==> config.mk <==
export PLATFORM = sky130hd
export DESIGN_NAME = dmem_responder
export DESIGN_NICKNAME = d
export VERILOG_FILES = /design/src/rtl/dmem_responder.sv
export SDC_FILE = /design/constraint.sdc
export NUM_CORES = 2
export LEC_CHECK = 0
export CAP_MARGIN = 20
export CORE_ASPECT_RATIO = 1.25
export CORE_UTILIZATION = 55
export DETAILED_ROUTE_END_ITERATION = 16
export PLACE_DENSITY = 0.71
export SYNTH_ARGS = -nofsm -noshare
export SYNTH_HDL_FRONTEND = slang
export SYNTH_SLANG_ARGS = --single-unit
==> constraint.sdc <==
create_clock -name clk -period 7.84 [get_ports clk]
set_clock_uncertainty 0.2 [all_clocks]
set_input_delay 1.568 -clock clk [delete_from_list [all_inputs] [get_ports clk]]
set_output_delay 1.568 -clock clk [all_outputs]
set_load 0.02 [all_outputs]
==> src/rtl/dmem_responder.sv <==
// rtl/dmem_responder.sv - 256x8 data memory that is filled from a byte loader, then serves CPU reads/writes.
// Optional feature: define DMEM_WPROT_EN to write-protect addresses 0..PROT_TOP during RUN.
module dmem_responder #(
    parameter logic [7:0] IO_ADDR   = 8'hFF,
    parameter logic [7:0] STAT_ADDR = 8'hFE,
    parameter logic [7:0] PROT_TOP  = 8'h3F
) (
    input  logic       clk,
    input  logic       rst,
    input  logic       R,
    input  logic       W,
    input  logic [7:0] addr,
    input  logic [7:0] data_in,
    output logic [7:0] mem_in,
    input  logic       ld_valid,
    input  logic [7:0] ld_data,
    input  logic       ld_last,
    output logic       ld_ready,
    output logic       cpu_rst,
    output logic [7:0] io_out,
    output logic       io_stb,
    output logic       bus_err
);

    typedef enum logic {LOAD = 1'b0, RUN = 1'b1} state_t;

    state_t      r_state;
    logic [7:0]  r_ld_ptr;
    logic [7:0]  r_io_out;
    logic        r_io_stb;
    logic        r_bus_err;
    logic        r_cpu_rst;
    logic [7:0]  r_mem [256];

    logic        w_run;
    logic        w_load_acc;
    logic        w_prot_hit;
    logic        w_cpu_wr;
    logic        w_io_wr;
    logic        w_mem_cpu_wr;
    logic        w_conflict;
    logic        w_prot_err;
    logic [7:0]  w_rd_data;

`ifdef DMEM_WPROT_EN
    assign w_prot_hit = (addr <= PROT_TOP);
`else
    assign w_prot_hit = 1'b0 && (addr <= PROT_TOP);
`endif

    assign w_run        = rst && (r_state == RUN);
    assign w_load_acc   = rst && (r_state == LOAD) && ld_valid;
    assign w_cpu_wr     = w_run && !W && R && !w_prot_hit;
    assign w_io_wr      = w_cpu_wr && (addr == IO_ADDR);
    assign w_mem_cpu_wr = w_cpu_wr && (addr != IO_ADDR) && (addr != STAT_ADDR);
    // A simultaneous read+write is a CPU protocol violation: the read wins.
    assign w_conflict   = w_run && !R && !W;
    assign w_prot_err   = w_run && !W && R && w_prot_hit;

    always_comb begin
        w_rd_data = 8'h00;
        if (w_run && !R) begin
            if (addr == IO_ADDR)
                w_rd_data = r_io_out;
            else if (addr == STAT_ADDR)
                w_rd_data = {7'b0, r_bus_err};
            else
                w_rd_data = r_mem[addr];
        end
    end

    // Storage is deliberately not reset so a reload keeps earlier contents.
    always_ff @(posedge clk) begin
        if (w_load_acc)
            r_mem[r_ld_ptr] <= ld_data;
        else if (w_mem_cpu_wr)
            r_mem[addr] <= data_in;
    end

    always_ff @(posedge clk) begin
        if (!rst) begin
            r_state   <= LOAD;
            r_ld_ptr  <= 8'h00;
            r_io_out  <= 8'h00;
            r_io_stb  <= 1'b0;
            r_bus_err <= 1'b0;
            r_cpu_rst <= 1'b1;
        end else begin
            r_io_stb <= w_io_wr;
            if (w_io_wr)
                r_io_out <= data_in;
            if (w_conflict || w_prot_err)
                r_bus_err <= 1'b1;
            case (r_state)
                LOAD: begin
                    if (ld_valid) begin
                        r_ld_ptr <= r_ld_ptr + 8'd1;
                        if (ld_last || (r_ld_ptr == 8'hFF)) begin
                            r_state   <= RUN;
                            r_cpu_rst <= 1'b0;
                        end
                    end
                end
                RUN: ;
                default: r_state <= LOAD;
            endcase
        end
    end

    assign mem_in   = w_rd_data;
    assign ld_ready = rst && (r_state == LOAD);
    assign cpu_rst  = r_cpu_rst;
    assign io_out   = r_io_out;
    assign io_stb   = r_io_stb;
    assign bus_err  = r_bus_err;

endmodule

==> flow_summary.json <==
{
  "period_minus_slack_ps": 7655,
  "avgSynthCellArea_um2": 20.97,
  "async_flop_share": 0,
  "hpwlAfterDp_um": 136000,
  "seq_area_frac_synth": 0.7634,
  "power.density_mw_per_mm2": 247.2,
  "most-common-layout-cells": "edfxtp_1 (2,048), mux4_2 (500), nor2_1 (295)",
  "antenna_found_initial": 5,
  "die-width_um": 345.4,
  "fin_tns_setup_ps": 0,
  "cts_buffers": 186,
  "fillers": 9699,
  "gp_congestion": 0.9821,
  "syn_to_final_growth_pct": 12.11,
  "fmax_mhz": 130.6,
  "post_dp_cell_area_mm2": 0.08490,
  "synth_top_family_by_area": "multiplexers",
  "synth_top_area_frac": 0.7585,
  "final_common_cell": "edfxtp_1",
  "drtAntennaViolNets": 0,
  "drc": 0,
  "cp_cell_sequence": "buf_8, buf_12, buf_4, mux4_2, o221ai_1, a21o_1, o221ai_1, nor3_1, buf_4, nor3_1, a211o_1, clkdlybuf4s50_1",
  "setup_viol": 0,
  "grt_overflow": 0,
  "wire_per_inst_um": 35.03,
  "drt_iter0_drc": 6001,
  "ys_ff_latch": 2068,
  "vias_per_cell": 6.794,
  "die_y_um": 431.3,
  "synth_fa_ha_area_frac": 0.0001543,
  "finalHoldViolCount": 0,
  "dieArea_mm2": 0.1490,
  "first_pass_iters": 5,
  "vias": 41801,
  "irDropWorstVdd_v": 0.0002193,
  "yosys_warnings": 0,
  "synth-main-ff-cell": "edfxtp_1",
  "hold_path.class": "reg2reg",
  "synth_nets": 3897,
  "ys_types": 69,
  "root_buffer": "clkbuf_16",
  "dp.cells": 5811,
  "leakagePower_nw": 28.49,
  "critPathMaxFanout": 45,
  "period_share": 0.9764,
  "slew_headroom": 0.1596,
  "worstSetupPathType": "in2out",
  "fin_hold_ws_ps": 273.0,
  "grt_pass1_wl_um": 305700,
  "cts_resized": 0,
  "netlist_area_mm2": 0.08108,
  "arrival_ps": 5890,
  "synth_compound_area_frac": 0.02447,
  "critPathRequiredTime_ps": 6070,
  "finalWirelength_um": 215500,
  "ios": 50,
  "numPortBuffers": 49,
  "cts_sinks": 2068,
  "stdcell_count": 6153,
  "grt_usage": 0.2926,
  "worst_slack_ps": 185.4,
  "synthCells": 3866,
  "synthMuxAreaShare": 0.1612,
  "cts_hold_buf": 0,
  "synth-simple-area-share": 0.03318,
  "maxCapViolations": 0,
  "post-cts-setup-buffers": 0,
  "start_kind": "primary input",
  "finalNetCount": 4124,
  "crit_path_top_delay_cell": "nor3_1",
  "rsz0062_at_grt": "no",
  "drv_slew": 0,
  "clockBufferDepth": 3,
  "postLayoutCellArea_mm2": 0.09090,
  "synth_area_leaders": "edfxtp_1 (76%), mux4_2 (14%), mux2i_1 (1.7%)",
  "grt_max_degree": 153,
  "dp_slack_ps": 362.0,
  "start_util": 0.5541,
  "tightest_slew_ps": 1261,
  "synth-edff-count": 2048,
  "status": "completed",
  "path_clk_slew_ps": 60,
  "synth_xor_xnor_area_share": 0.0007561,
  "clkLatencyLatePin_ps": 830,
  "drive_above_1_share": 0.2444,
  "cpPeakStageDelay_ps": 630,
  "num_rows": 157,
  "yosys.area.top_type": "edfxtp_1",
  "first_global_vias": 41143,
  "cp-end-kind": "output pin",
  "cts.htree.levels": 4,
  "cts_tree": "done",
  "coreArea_mm2": 0.1463
}
==> where the power goes <==
| part | total (mW) | internal, mW | switching [mW] | leakage [nW] |
|---|---|---|---|---|
| clock | 9.06 | 5.07 | 3.99 | 2.91 |
| combinational | 1.22 | 0.423 | 0.801 | 7.01 |
| sequential | 12.2 | 12.2 | 0.00432 | 18.6 |
| total | 22.5 | 17.7 | 4.80 | 28.5 |
==> per-stage QoR <==
stage	utilization	power, mW
finish	0.6212	22.47
CTS	0.6209	22.50
detailed placement	0.5801	13.63
global placement	0.5801	13.61
global route	0.6211	22.95
floorplan	-	13.19
==> cell type report <==
cell class | count | area [um^2] | area share
Tap cell | 1908 | 2387 | 0.02626
Sequential cell | 2068 | 61900 | 0.6809
Clock buffer | 225 | 4895 | 0.05384
Clock inverter | 113 | 1072 | 0.01180
Timing Repair Buffer | 271 | 2670 | 0.02937
Multi-Input combinational cell | 1559 | 17940 | 0.1974
Inverter | 7 | 33.78 | 0.0003716
Antenna cell | 2 | 5.005 | 0.00005506
==> final timing paths <==
kind / startpoint / slack [ps] / cells past startpoint / to
setup / recovery: addr[0] / 190 / 12 / mem_in[2]
hold / removal: cpu_rst / 270 / 1 / cpu_rst
setup reg to reg: r_state / 2890 / 7 / r_mem[103][3]
hold reg to reg: cpu_rst / 270 / 1 / cpu_rst
==> state kept, by name, indices dropped and copies added, names as in the netlist <==
signal	cells
r_mem	2048
io_stb	1
cpu_rst	1
r_ld_ptr	8
r_state	1
bus_err	1
io_out	8
==> cell families (layout without fill, tap and decap cells) <==
family / Yosys count / in the layout
AND/OR/NAND/NOR: 619 / 619
adder cells (fa/ha/maj): 1 / 1
XOR/XNOR: 7 / 7
multiplexers: 656 / 656
buffers and inverters: 239 / 616
AO/OA/AOI/OAI: 276 / 276
flip-flops: 2068 / 2068
other: 0 / 2
==> synthesized netlist by cell type, types with 15 or more instances <==
library cell     n
a21oi_1         31
a221oi_1        16
a22oi_1         61
a31oi_1         15
buf_1           16
buf_2           50
buf_4           27
buf_6           28
clkbuf_1       104
dfxtp_1         20
edfxtp_1      2048
mux2i_1        137
mux4_1          15
mux4_2         500
nand2_1        156
nand2b_1        28
nand3_1         43
nor2_1         297
nor2b_1         15
o21ai_0         39
==> per-layer routing <==
metal	vias up	global-route usage	part of all wire
met1	21884	0.3975	0.36
met2	2865	0.4581	0.47
li1	16501	-	-
met3	547	0.06307	0.11
met4	4	0.1367	0.053
met5	-	0	0.00013
==> critical path, delay by kind of cell <==
kind / cells / cell delay, ps
muxes: 1 / 570
buffers and inverters: 5 / 1920
and+or+nand+nor: 2 / 670
AOI/OAI and AO/OA: 4 / 1090
No activity file was read; power rests on OpenSTA's default activity.
